**src/rtl/MACRO.svh**
```systemverilog
// Default build parameters shared by the FIFO package and bench.
// Define FIFO_ERR_FLAG_EN on the command line to enable sticky error flags.
`ifndef FIFO_MACRO_SVH
`define FIFO_MACRO_SVH
`define FIFO_DATA_WIDTH 8
`define FIFO_DEPTH 16
`define MARGIN 2
`define PTR_WIDTH 5
`endif

```
**src/rtl/fifo_pkg.sv**
```systemverilog
// Shared defaults and helpers for the synchronous FIFO.
// Values come from MACRO.svh.
`include "MACRO.svh"

package fifo_pkg;
  localparam int DATA_WIDTH = `FIFO_DATA_WIDTH;
  localparam int DEPTH      = `FIFO_DEPTH;
  localparam int MARGIN     = `MARGIN;
  localparam int PTR_WIDTH  = `PTR_WIDTH;

  function automatic int ptr_w(input int depth);
    return $clog2(depth) + 1;
  endfunction
endpackage

```
**src/rtl/fifo_mem.sv**
```systemverilog
// FIFO storage: register array, one write port, registered read port.
// Storage is never reset; rd_clr only zeroes the read register.
module fifo_mem #(
  parameter int DW    = fifo_pkg::DATA_WIDTH,
  parameter int DEPTH = fifo_pkg::DEPTH,
  localparam int AW   = $clog2(DEPTH)
) (
  input  logic          clk,
  input  logic          we,
  input  logic [AW-1:0] waddr,
  input  logic [DW-1:0] wdata,
  input  logic          re,
  input  logic          rd_clr,
  input  logic [AW-1:0] raddr,
  output logic [DW-1:0] rdata
);
  logic [DW-1:0] mem_q [DEPTH];
  logic [DW-1:0] mem_d [DEPTH];
  logic [DW-1:0] rdata_q;
  logic [DW-1:0] rdata_d;

  always_comb begin
    mem_d = mem_q;
    if (we) begin
      mem_d[waddr] = wdata;
    end
  end

  always_comb begin
    rdata_d = rdata_q;
    unique case (1'b1)
      rd_clr:  rdata_d = '0;
      re:      rdata_d = mem_q[raddr];
      default: rdata_d = rdata_q;
    endcase
  end

  always_ff @(posedge clk) begin
    mem_q   <= mem_d;
    rdata_q <= rdata_d;
  end

  assign rdata = rdata_q;
endmodule

```
**src/rtl/sync_fifo.sv**
```systemverilog
// Synchronous FIFO: pointers, status flags and optional sticky errors.
// Define FIFO_ERR_FLAG_EN to enable overflow/underflow tracking.
module sync_fifo #(
  parameter int DATA_WIDTH = fifo_pkg::DATA_WIDTH,
  parameter int DEPTH      = fifo_pkg::DEPTH,
  parameter int MARGIN     = fifo_pkg::MARGIN,
  localparam int PTR_WIDTH = fifo_pkg::ptr_w(DEPTH)
) (
  input  logic                  clk,
  input  logic                  rstn,
  input  logic                  wr_en,
  input  logic [DATA_WIDTH-1:0] wdata,
  input  logic                  rd_en,
  output logic [DATA_WIDTH-1:0] rdata,
  output logic [PTR_WIDTH-1:0]  wptr,
  output logic [PTR_WIDTH-1:0]  rptr,
  output logic                  full,
  output logic                  empty,
  output logic                  almostfull,
  output logic                  almostempty,
  output logic                  overflow,
  output logic                  underflow
);
  localparam int AW = PTR_WIDTH - 1;

  logic [PTR_WIDTH-1:0] wptr_q;
  logic [PTR_WIDTH-1:0] wptr_d;
  logic [PTR_WIDTH-1:0] rptr_q;
  logic [PTR_WIDTH-1:0] rptr_d;
  logic [PTR_WIDTH-1:0] count;
  logic                 wr_acc;
  logic                 rd_acc;

  always_comb begin
    full   = (wptr_q[AW] != rptr_q[AW]) &&
             (wptr_q[AW-1:0] == rptr_q[AW-1:0]);
    empty  = (wptr_q == rptr_q);
    count  = wptr_q - rptr_q;
    wr_acc = rstn && wr_en && !full;
    rd_acc = rstn && rd_en && !empty;
    wptr_d = wptr_q;
    rptr_d = rptr_q;
    if (wr_acc) begin
      wptr_d = wptr_q + 1'b1;
    end
    if (rd_acc) begin
      rptr_d = rptr_q + 1'b1;
    end
  end

  always_ff @(posedge clk) begin
    if (!rstn) begin
      wptr_q <= '0;
      rptr_q <= '0;
    end else begin
      wptr_q <= wptr_d;
      rptr_q <= rptr_d;
    end
  end

  // Margin of 0 (or a whole depth) collapses the almost flags onto full/empty
  if (MARGIN % DEPTH != 0) begin : g_almost
    assign almostfull  = (32'(count) == DEPTH - MARGIN);
    assign almostempty = (32'(count) == MARGIN);
  end else begin : g_exact
    assign almostfull  = full;
    assign almostempty = empty;
  end

  fifo_mem #(
    .DW    (DATA_WIDTH),
    .DEPTH (DEPTH)
  ) u_mem (
    .clk    (clk),
    .we     (wr_acc),
    .waddr  (wptr_q[AW-1:0]),
    .wdata  (wdata),
    .re     (rd_acc),
    .rd_clr (!rstn),
    .raddr  (rptr_q[AW-1:0]),
    .rdata  (rdata)
  );

`ifdef FIFO_ERR_FLAG_EN
  logic ovf_q;
  logic ovf_d;
  logic udf_q;
  logic udf_d;

  always_comb begin
    ovf_d = ovf_q | (wr_en && full);
    udf_d = udf_q | (rd_en && empty);
  end

  always_ff @(posedge clk) begin
    if (!rstn) begin
      ovf_q <= 1'b0;
      udf_q <= 1'b0;
    end else begin
      ovf_q <= ovf_d;
      udf_q <= udf_d;
    end
  end

  assign overflow  = ovf_q;
  assign underflow = udf_q;
`else
  assign overflow  = 1'b0;
  assign underflow = 1'b0;
`endif

  assign wptr = wptr_q;
  assign rptr = rptr_q;
endmodule

```
**config.mk**
```make
export PLATFORM = sky130hd
export DESIGN_NAME = sync_fifo
export DESIGN_NICKNAME = d
export VERILOG_FILES = /design/src/rtl/fifo_pkg.sv /design/src/rtl/fifo_mem.sv /design/src/rtl/sync_fifo.sv
export VERILOG_INCLUDE_DIRS = /design/src /design/src/rtl
export SDC_FILE = /design/constraint.sdc
export NUM_CORES = 1
export LEC_CHECK = 0
export CORE_ASPECT_RATIO = 1.75
export CORE_MARGIN = 8
export CORE_UTILIZATION = 43
export DETAILED_ROUTE_END_ITERATION = 10
export PLACE_DENSITY = 0.64
export REMOVE_ABC_BUFFERS = 1
export SYNTH_ARGS = -nofsm -noshare
export SYNTH_HDL_FRONTEND = slang
export SYNTH_SLANG_ARGS = --single-unit
export TNS_END_PERCENT = 10
```
**constraint.sdc**
```tcl
create_clock -name clk -period 3.9 [get_ports clk]
set_input_delay 0.39 -clock clk [delete_from_list [all_inputs] [get_ports clk]]
set_output_delay 0.39 -clock clk [all_outputs]
set_load 0.05 [all_outputs]
```
==> metrics.cfg, run 1 <==
[status]
status=completed

[placement]
dpl_cell_area_mm2=0.00653
dp_cells=528
routabilityCongestion=0.885
io_buffers=33
pre_cts_ws_ns=1.04
dpl.hpwl_mm=8.39

[cts]
clock_latency_ns=0.41
cts_hold_buf=0
path_clk_slew_ns=0.06
cts.path.max_buffers=2
post_cts_buffers=0
htree_levels=4
post_cts_resized=0
cts-buffers-inserted=17
clock_sinks=146
root_buffer=clkbuf_16
cts_tree=built

[power]
p_total_mw=3.87
ir_drop_mv=0.292
power_density_mw_per_mm2=544
leakagePower_nw=2.29

[grt]
track_usage_pct=14.5
grt_pass1_vias=3326
grt_overflow=0
grt_max_degree=37
antenna_found_initial=0
grt_pass1_wl_mm=19.3

[worst_setup_path]
critPathCaptureType=primary output
cp.arrival_ns=2.79
reg2regPathDepth=6
crit_required_ns=3.51
startpoint_type=register
worstSetupPathType=reg -> out
r2r_start=rptr[3]$_SDFFE_PN0P_
r2r-end=u_mem.mem_q[14]$_DFFE_PP_
reg2reg_slack_ns=1.10
cp_max_fo=5

[route]
postRouteAntennaNets=0
drt_pass1_iterations=4
wl_per_cell_um=21.7
vias=3047
drc=0
drt_iter0_drc=145
detail_route.vias_per_cell=5.44
drt-total-wl_mm=12.1

[synth]
synth_top_area_share_pct=68.0
synth.area.mux_share_pct=14.1
synth_common_cells=edfxtp_1 (136), mux4_2 (28), nand2_1 (25)
synth_xor_area_share_pct=1.29
yosysTopAreaCell=edfxtp_1
syn_area_mm2=0.00600
synth_edf_count=136
ys_warn_count=0
synth.distinct_cells=43
synth_seq_cells=146
synth_top_family_by_area=multiplexers
synth_area_leaders=edfxtp_1 (68%), mux4_2 (11%), dfxtp_1 (3.3%)
async_flop_share_pct=0
synth_adder_area_share_pct=2.21
synth_compound_area_share_pct=2.88
postSynthAreaPerCell_um2=18.4
synth_seq_area_share_pct=71.4
yosys.area_share.simple_pct=5.77
synth_flop_cell=edfxtp_1
yosysMostFrequentCell=edfxtp_1
synthCells=326

[timing]
finClkSkew_ns=0.00678
hold_violations=0
fin_hold_ws_ns=0.599
period_share_pct=81.6
tightest_slew_ns=0.876
finalSetupTns_ns=0
setup_viol=0
fmax_mhz=314
rsz0062_at_grt=no
drv_slew=0
worst_slack_ns=0.717
maxSlewHeadroom_pct=41.4
finalCriticalPeriod_ns=3.18

[die]
start_util_pct=43.6
dieArea_mm2=0.0181
ios=36
die_x_um=105
rows=57
fp.dieH_um=172
core_area_mm2=0.0138

[cells_and_area]
instances_no_fill=560
final_layout_size_suffix_gt1_share_pct=19.3
final_area_mm2=0.00711
areaGrowthSynthToFinish_pct=18.5
nets=392
postLayoutCoreUtil_pct=51.7
antenna_cells=0

[min_path]
hold_path.startpoint=wptr[0]$_SDFFE_PN0P_
hold_class=reg -> reg
holdPathEnd=wptr[3]$_SDFFE_PN0P_
hold-path-cell-count=2

[flow_run]
max_cap_violations=0

==> routing by layer <==
metal	part of all wire [%]	global-route usage [%]	up-vias
li1	-	-	1373
met1	38	15.4	1570
met2	53	25.2	77
met3	4.1	3.40	27
met4	4.7	9.30	0
met5	0	0	-
==> worst max-delay path by stage <==
| stage | startpoint | to |
|---|---|---|
| 2_1_floorplan | rptr[1]$_SDFFE_PN0P_ | almostfull |
| 3_3_place_gp | wptr[0]$_SDFFE_PN0P_ | almostfull |
| 3_5_place_dp | rptr[3]$_SDFFE_PN0P_ | u_mem.mem_q[56]$_DFFE_PP_ |
| 4_1_cts | wptr[0]$_SDFFE_PN0P_ | almostfull |
| 5_1_grt | wptr[0]$_SDFFE_PN0P_ | almostfull |
| 6_report | wptr[0]$_SDFFE_PN0P_ | almostfull |
==> cell type report <==
class,count,area (um2)
flip-flops and latches,146,4290
clock inverters,14,155
fillers,1081,6650
inverters,7,26.3
clock buffers,18,429
repair buffers,40,410
well taps,177,221
multi-input cells,158,1580
==> registers in the layout (all words and copies together) (netlist names) <==
signal,cells
rptr,5
wptr,5
u_mem.rdata,8
u_mem.mem_q,128
==> cell usage in the layout (no fill, tap or decap), types with 3 or more instances in the layout <==
cell type,Yosys,layout
edfxtp_1,136,136
mux4_2,28,28
inv_1,6,6
and3_1,8,8
nand2_1,25,25
ha_1,9,9
xnor2_1,7,7
dfxtp_1,10,9
and2_1,7,7
clkbuf_16,0,17
buf_12,0,3
o21ai_0,4,4
mux4_1,4,4
a211oi_1,8,8
inv_6,0,4
nor3_1,5,5
nor2_1,15,15
clkinv_4,0,3
clkinvlp_4,0,4
clkdlybuf4s50_1,0,29
mux2i_1,10,10
o21a_1,3,3
buf_4,5,8
o211ai_1,3,3
==> where the power goes <==
part           internal (mW)  switching (mW)
clock                  0.950           0.645
sequential              1.74          0.0120
combinational          0.208           0.308
==> worst max-delay path: stages, from the launching register on <==
cell	delay [ns]
dfxtp_1	0.36
inv_1	0.19
ha_1	0.19
inv_1	0.05
fa_1	0.40
a21o_1	0.19
a21oi_1	0.17
mux2_2	0.18
nor4b_1	0.43
buf_12	0.21
==> cell families after synthesis <==
| family | after synthesis |
|---|---|
| flops | 146 |
| simple gates | 71 |
| mux | 43 |
| compound gates | 24 |
| buf+inv | 23 |
| fa+ha+maj | 10 |
| xor+xnor | 8 |
| other cells | 1 |
No activity file was read; power rests on OpenSTA's default activity.
==> inputs of run 2 (changes only) <==
--- a/config.mk
+++ b/config.mk
@@ -10,7 +10,7 @@
 export CORE_MARGIN = 8
 export CORE_UTILIZATION = 43
 export DETAILED_ROUTE_END_ITERATION = 10
-export PLACE_DENSITY = 0.64
+export PLACE_DENSITY = 0.66
 export REMOVE_ABC_BUFFERS = 1
 export SYNTH_ARGS = -nofsm -noshare
 export SYNTH_HDL_FRONTEND = slang
==> constraint.sdc (replaced) <==
create_clock -name clk -period 2.6 [get_ports clk]
set_input_delay 0.26 -clock clk [delete_from_list [all_inputs] [get_ports clk]]
set_output_delay 0.26 -clock clk [all_outputs]
set_load 0.05 [all_outputs]
==> run 2 against run 1 <==
  * Hold slack worse by 0.056 ns
  * Clock skew is 0.0014 ns lower
  * Global-route usage is 0.19 points lower
  * Power is 52% higher
  * Flip-flop and latch count stayed put
  * Non-clock buffer count is 21 higher
  * Setup slack worse by 0.66 ns
  * Count of clock-buffer cells in the layout is 1 higher
  * Via count is 2.0% higher
  * Largest power group unchanged
==> metrics.cfg, run 2 (synthesis results as in run 1) <==
[grt]
grt_pass1_wl_mm=18.9  ; -2.3%
antenna_found_initial=0  ; unchanged
grt_pass1_vias=3399  ; +2.2%
grt_max_degree=37  ; unchanged
grt_overflow=0  ; unchanged
track_usage_pct=14.3  ; -0.19 points

[die]
ios=36  ; unchanged
dieArea_mm2=0.0181  ; unchanged
die_x_um=105  ; unchanged
rows=57  ; unchanged
start_util_pct=43.6  ; unchanged
fp.dieH_um=172  ; unchanged
core_area_mm2=0.0138  ; unchanged

[route]
drt-total-wl_mm=12.2  ; +0.48%
drc=0  ; unchanged
drt_pass1_iterations=4  ; unchanged
vias=3108  ; +2.0%
drt_iter0_drc=124  ; -14%
postRouteAntennaNets=0  ; unchanged
detail_route.vias_per_cell=5.35  ; -1.7%
wl_per_cell_um=21.0  ; -3.2%

[worst_setup_path]
cp_max_fo=2  ; -3
slowest_stage=fa_2
reg2reg_slack_ns=0.35  ; -0.75 ns
r2r-end=u_mem.mem_q[96]$_DFFE_PP_
cp.arrival_ns=2.28  ; -0.51 ns
cp_common_cell=inv_2
r2r_start=rptr[3]$_SDFFE_PN0P_
path_cells=inv_2 > ha_4 > inv_2 > fa_2 > a21o_1 > a21oi_2 > mux2_4 > nor4b_4 > buf_12
worstSetupPathType=reg -> out
critPathMaxStageDelay_ns=0.36  ; -0.07 ns
reg2regPathDepth=7  ; +1
startpoint_type=register
cp-startpoint=wptr[0]$_SDFFE_PN0P_
critPathCaptureType=primary output
crit_required_ns=2.34  ; -1.17 ns

[power]
p_sw_share_pct=23.9  ; -1.0 points
pwr-share-clk_pct=40.9  ; -0.3 points
p_total_mw=5.89  ; +52%
p_int_mw=4.48  ; +54%
seq_power_share_pct=44.8  ; -0.6 points
power_density_mw_per_mm2=802  ; +47%
leakagePower_nw=2.41  ; +5.5%
switching_power_mw=1.41  ; +46%
ir_drop_mv=0.506  ; +73%
p_comb_share_pct=14.4  ; +1.1 points

[cts]
path_clk_slew_ns=0.06  ; about the same
htree_levels=4  ; unchanged
cts-buffers-inserted=17  ; unchanged
root_buffer=clkbuf_16
clock_sinks=146  ; unchanged
cts_hold_buf=0  ; unchanged
cts.path.max_buffers=2  ; unchanged
cts_tree=built
clock_latency_ns=0.41  ; about the same

[cells_and_area]
postLayoutCoreUtil_pct=53.4  ; +1.7 points
areaGrowthSynthToFinish_pct=22.4
layout_commonest_cell=edfxtp_1
layout_common_cells=edfxtp_1 (136), mux4_2 (28), buf_4 (28)
instances_no_fill=581  ; +3.8%
antenna_cells=0  ; unchanged
final_area_mm2=0.00735  ; +3.4%
largest_reg_flops=128  ; unchanged
final_layout_size_suffix_gt1_share_pct=26.2  ; +6.9 points
largest_register=u_mem.mem_q
nets=413  ; +5.4%

[status]
status=completed

[min_path]
holdPathEnd=wptr[1]$_SDFFE_PN0P_
hold-path-cell-count=2  ; unchanged
hold_class=reg -> reg
hold_path.startpoint=wptr[1]$_SDFFE_PN0P_

[timing]
rsz0062_at_grt=no
tightest_slew_ns=0.655  ; -0.220 ns
finClkSkew_ns=0.00542  ; -0.00136 ns
drv_slew=0  ; unchanged
hold_violations=0  ; unchanged
maxSlewHeadroom_pct=56.2  ; +15 points
fin_hold_ws_ns=0.543  ; -0.0563 ns
finalCriticalPeriod_ns=2.54
setup_viol=0  ; unchanged
period_share_pct=97.7
fmax_mhz=394

[placement]
routabilityCongestion=0.857  ; -3.1%
dp_cells=547  ; +3.6%
io_buffers=33  ; unchanged
dpl.hpwl_mm=8.22  ; -1.9%
dpl_cell_area_mm2=0.00669  ; +2.5%

[flow_run]
max_cap_violations=0  ; unchanged

-- run 2: cell types whose count changed in the layout (fill, tap and decap cells not counted), moves of 2 or more --
cell             before  now
clkinv_4              3    0
dfxtp_1               9    7
dfxtp_2               1    3
clkdlybuf4s50_1      29   27
inv_2                 0    2
buf_12                3    5
inv_1                 6    4
buf_4                 8   28
-- run 2: final cells by class --
class                   count  area (um2)
clock buffers              19         433
clock inverters            13         159
fillers                  1057        6410
inverters                   7        26.3
multi-input cells         158        1630
flip-flops and latches    146        4290
well taps                 177         221
repair buffers             61         592
-- run 2: critical path, delay by kind of cell, from the launching register on --
kind                       cells  cell delay (ns)
AOI/OAI and AO/OA              2             0.34
adders and majority gates      2             0.49
buffers and inverters          3             0.28
DFF                            1             0.32
muxes                          1             0.32
and+or+nand+nor                1             0.14
-- run 2: routing by layer --
| layer | up-vias | routed length, um | GRT usage (%) |
|---|---|---|---|
| met4 | 0 | 672 | 11.0 |
| met3 | 28 | 442 | 2.87 |
| met1 | 1583 | 4610 | 14.4 |
| met5 | - | 0 | 0 |
| met2 | 81 | 6460 | 25.4 |
| li1 | 1416 | - | - |
-- run 2: metrics by stage --
step	worst slack, ns	TNS (ns)
after floorplan	-2.35	-172.10
after global placement	0.147	0
after detailed placement	0.0617	0
after CTS	-0.0153	-0.0153
after global routing	0.00624	0
final	0.0592	0
-- run 2: power by group through the flow --
stage / Sequential [mW] / Clock (mW) / Combinational [mW]
floorplan: 2.84 / 0 / 0.361
global placement: 2.68 / 0 / 0.800
detailed placement: 2.68 / 0 / 0.820
CTS: 2.64 / 2.44 / 0.836
global route: 2.64 / 2.54 / 0.903
finish: 2.64 / 2.41 / 0.847
-- run 2: worst max path at each step --
stage            endpoint  slack [ns]  depth (start not counted)
3_5_place_dp   almostfull        0.06                          9
5_1_grt        almostfull       0.006                          9
2_1_floorplan  almostfull       -2.35                          6
6_report       almostfull        0.06                          9
3_3_place_gp   almostfull        0.15                          9
4_1_cts        almostfull       -0.02                          9
-- run 2: repair_timing --
item,in CTS,in global routing
buffers inserted,1,1
gates cloned,0,0
setup endpoints to repair,2,2
pin swaps,1,5
gates resized for setup,6,9
==> inputs of run 3 (changes only) <==
--- a/config.mk
+++ b/config.mk
@@ -14,5 +14,6 @@
 export REMOVE_ABC_BUFFERS = 1
 export SYNTH_ARGS = -nofsm -noshare
 export SYNTH_HDL_FRONTEND = slang
+export SYNTH_HIERARCHICAL = 1
 export SYNTH_SLANG_ARGS = --single-unit
 export TNS_END_PERCENT = 10
==> run 3 against run 2 <==
  * Cell area grew 0.46%
  * Hold slack gained 0.013 ns
  * Synthesized area grew 0.90%
  * Clock power grew 2%
  * Sequential power is essentially flat
  * Setup slack gained 0.11 ns
  * First-iteration DRC count grew to 2.9 times the previous value
==> metrics.cfg, run 3 <==
[status]
status=completed

[worst_setup_path]
worstSetupPathType=reg -> reg
critPathMaxStageDelay_ns=0.52  ; +0.16 ns
startpoint_type=register
crit_required_ns=2.72  ; +0.38 ns
critPathCaptureType=register
r2r_start=wptr[1]$_SDFFE_PN0P_
cp.arrival_ns=2.55  ; +0.27 ns
path_cells=ha_1 > nand4_1 > o21ai_2 > nor2_1 > or3b_2 > nor3_1 > buf_4
cp-startpoint=wptr[1]$_SDFFE_PN0P_
cp_max_fo=9  ; +7
slowest_stage=or3b_2

[cts]
path_clk_slew_ns=0.06  ; about the same
clock_sinks=146  ; unchanged
cts_tree=built
clock_latency_ns=0.41  ; about the same
cts.path.max_buffers=2  ; unchanged
cts_hold_buf=0  ; unchanged
post_cts_buffers=0  ; -1
post_cts_resized=0  ; -6
htree_levels=4  ; unchanged
cts-buffers-inserted=17  ; unchanged
root_buffer=clkbuf_16

[cells_and_area]
antenna_cells=0  ; unchanged
largest_reg_flops=128  ; unchanged
largest_register=u_mem/mem_q
layout_common_cells=edfxtp_1 (136), mux2i_1 (58), buf_4 (31)
final_layout_size_suffix_gt1_share_pct=16.7  ; -9.6 points
postLayoutCoreUtil_pct=53.4  ; about the same
layout_commonest_cell=edfxtp_1
nets=461  ; +12%
nFillCells=1140  ; +7.9%
areaGrowthSynthToFinish_pct=21.9

[power]
leakagePower_nw=2.46  ; +1.9%
pwr-share-clk_pct=42.1  ; +1.2 points
switching_power_mw=1.35  ; -4.2%
p_sw_share_pct=23.1  ; -0.84 points
power_density_mw_per_mm2=792  ; -1.1%
seq_power_share_pct=45.0  ; +0.2 points
p_comb_share_pct=13.0  ; -1.4 points
p_total_mw=5.85  ; -0.68%
ir_drop_mv=0.528  ; +4.4%
p_int_mw=4.50  ; +0.41%

[timing]
fmax_mhz=412  ; +4.6%
maxSlewHeadroom_pct=43.6  ; -13 points
rsz0062_at_grt=no
tightest_slew_ns=0.845  ; +0.189 ns
fin_hold_ws_ns=0.556  ; +0.0131 ns
finClkSkew_ns=0.00583  ; +0.000411 ns
finalSetupTns_ns=0  ; unchanged
finalCriticalPeriod_ns=2.43  ; -0.111 ns
drv_slew=0  ; unchanged
setup_viol=0  ; unchanged
period_share_pct=93.4  ; -4.3 points
hold_violations=0  ; unchanged

[route]
drc=0  ; unchanged
top_layer=met4
vias=3436  ; +11%
detail_route.vias_per_cell=5.43  ; +1.5%
m1WireLength_mm=4.84  ; +5.0%
wl_per_cell_um=21.3  ; +1.5%
postRouteAntennaNets=0  ; unchanged
dr_wl_met3_um=585  ; +32%
route.met2.wl_mm=7.57  ; +17%
drt-total-wl_mm=13.5  ; +11%
drt_pass1_iterations=5  ; +1
drt_iter0_drc=357  ; +190%

[synth]
yosysTopAreaCell=edfxtp_1
synthCells=375  ; +15%
synth_edf_count=136  ; unchanged
syn_area_mm2=0.00606  ; +0.90%
ys_warn_count=6  ; +6
postSynthAreaPerCell_um2=16.2  ; -12%
synth.distinct_cells=40  ; -7.0%
async_flop_share_pct=0  ; unchanged
synth_seq_area_share_pct=70.7  ; -0.63 points
synth_area_leaders=edfxtp_1 (67%), mux2i_1 (9.6%), dfxtp_1 (3.3%)
synth_top_area_share_pct=67.4  ; -0.60 points
synth_seq_cells=146  ; unchanged
synth_flop_cell=edfxtp_1
yosysMostFrequentCell=edfxtp_1
synth_common_cells=edfxtp_1 (136), mux2i_1 (58), nand2_1 (30)

[min_path]
hold_class=reg -> reg
hold_path.startpoint=wptr[0]$_SDFFE_PN0P_

[grt]
grt_pass1_vias=3618  ; +6.4%
grt_max_degree=62  ; +68%
track_usage_pct=15.1  ; +0.77 points
grt_overflow=0  ; unchanged
grt_pass1_wl_mm=20.5  ; +8.5%
antenna_found_initial=0  ; unchanged

[die]
core_area_mm2=0.0138  ; +0.52%
dieArea_mm2=0.0183  ; +0.78%
start_util_pct=43.8  ; +0.16 points
die_x_um=106  ; +0.38%
fp.dieH_um=173  ; +0.41%
ios=36  ; unchanged
rows=57  ; unchanged

[placement]
io_buffers=33  ; unchanged
routabilityCongestion=0.925  ; +7.9%
dpl.hpwl_mm=9.30  ; +13%

[flow_run]
max_cap_violations=0  ; unchanged

-- run 3: changes by cell type after synthesis, sizes merged, moves of 6 or more --
cell    previous run  this run
mux4              32         8
nor2              15        22
a22oi              0        24
and3               8         0
and2               7         1
a211oi             8         0
mux2i             10        58
-- run 3: critical path: cells and delay by family, from the launching register on --
family,cells,cell delay [ns]
simple gates,4,1.00
compound gates,1,0.10
buf+inv,1,0.19
fa+ha+maj,1,0.33
flops,1,0.50
-- run 3: area by class of cell --
type | count | area (um2) | share of cell area, %
Sequential cell | 146 | 4290 | 58.1
Multi-Input combinational cell | 208 | 1640 | 22.2
Timing Repair Buffer | 64 | 613 | 8.30
Clock buffer | 21 | 440 | 5.96
Tap cell | 177 | 221 | 3.00
Clock inverter | 11 | 160 | 2.17
Inverter | 6 | 22.5 | 0.305
-- run 3: logic make-up after synthesis --
| kind of cell | count (synthesis) | synth area share [%] |
|---|---|---|
| XOR/XNOR | 5 | 1.03 |
| AND/OR/NAND/NOR | 83 | 6.55 |
| flip-flops | 146 | 70.7 |
| other | 1 | 0.0619 |
| adder cells (fa/ha/maj) | 6 | 1.24 |
| multiplexers | 66 | 12.6 |
| AO/OA/AOI/OAI | 46 | 5.56 |
| buffers and inverters | 22 | 2.27 |
-- run 3: power groups by stage --
stage	Combinational [mW]	Sequential, mW	Clock [mW]
global route	0.805	2.63	2.59
finish	0.759	2.63	2.46
floorplan	0.357	2.83	0
global placement	0.751	2.68	0
detailed placement	0.762	2.68	0
CTS	0.765	2.63	2.50
-- run 3: path summary, 6_finish.rpt --
path | endpoint | slack (ns) | depth (start not counted)
hold reg to reg | wptr[0]$_SDFFE_PN0P_ | 0.56 | 3
hold / removal | wptr[0]$_SDFFE_PN0P_ | 0.56 | 3
setup reg to reg | u_mem/mem_q[123]$_DFFE_PP_ | 0.17 | 7
setup / recovery | u_mem/mem_q[123]$_DFFE_PP_ | 0.17 | 7
-- run 3: per-layer routing --
layer | GRT usage, % | vias to the layer above
li1 | - | 1595
met1 | 15.2 | 1707
met2 | 27.6 | 110
met3 | 3.87 | 24
met4 | 7.37 | 0
met5 | 0 | -
-- run 3: per-stage QoR --
step	setup WS (ns)	cells	instance area, um2
after floorplan	-2.43	360	5950
final	0.170	633	7380
after global placement	0.275	601	6780
after CTS	0.181	633	7380
after detailed placement	0.186	601	6780
after global routing	0.0153	633	7380
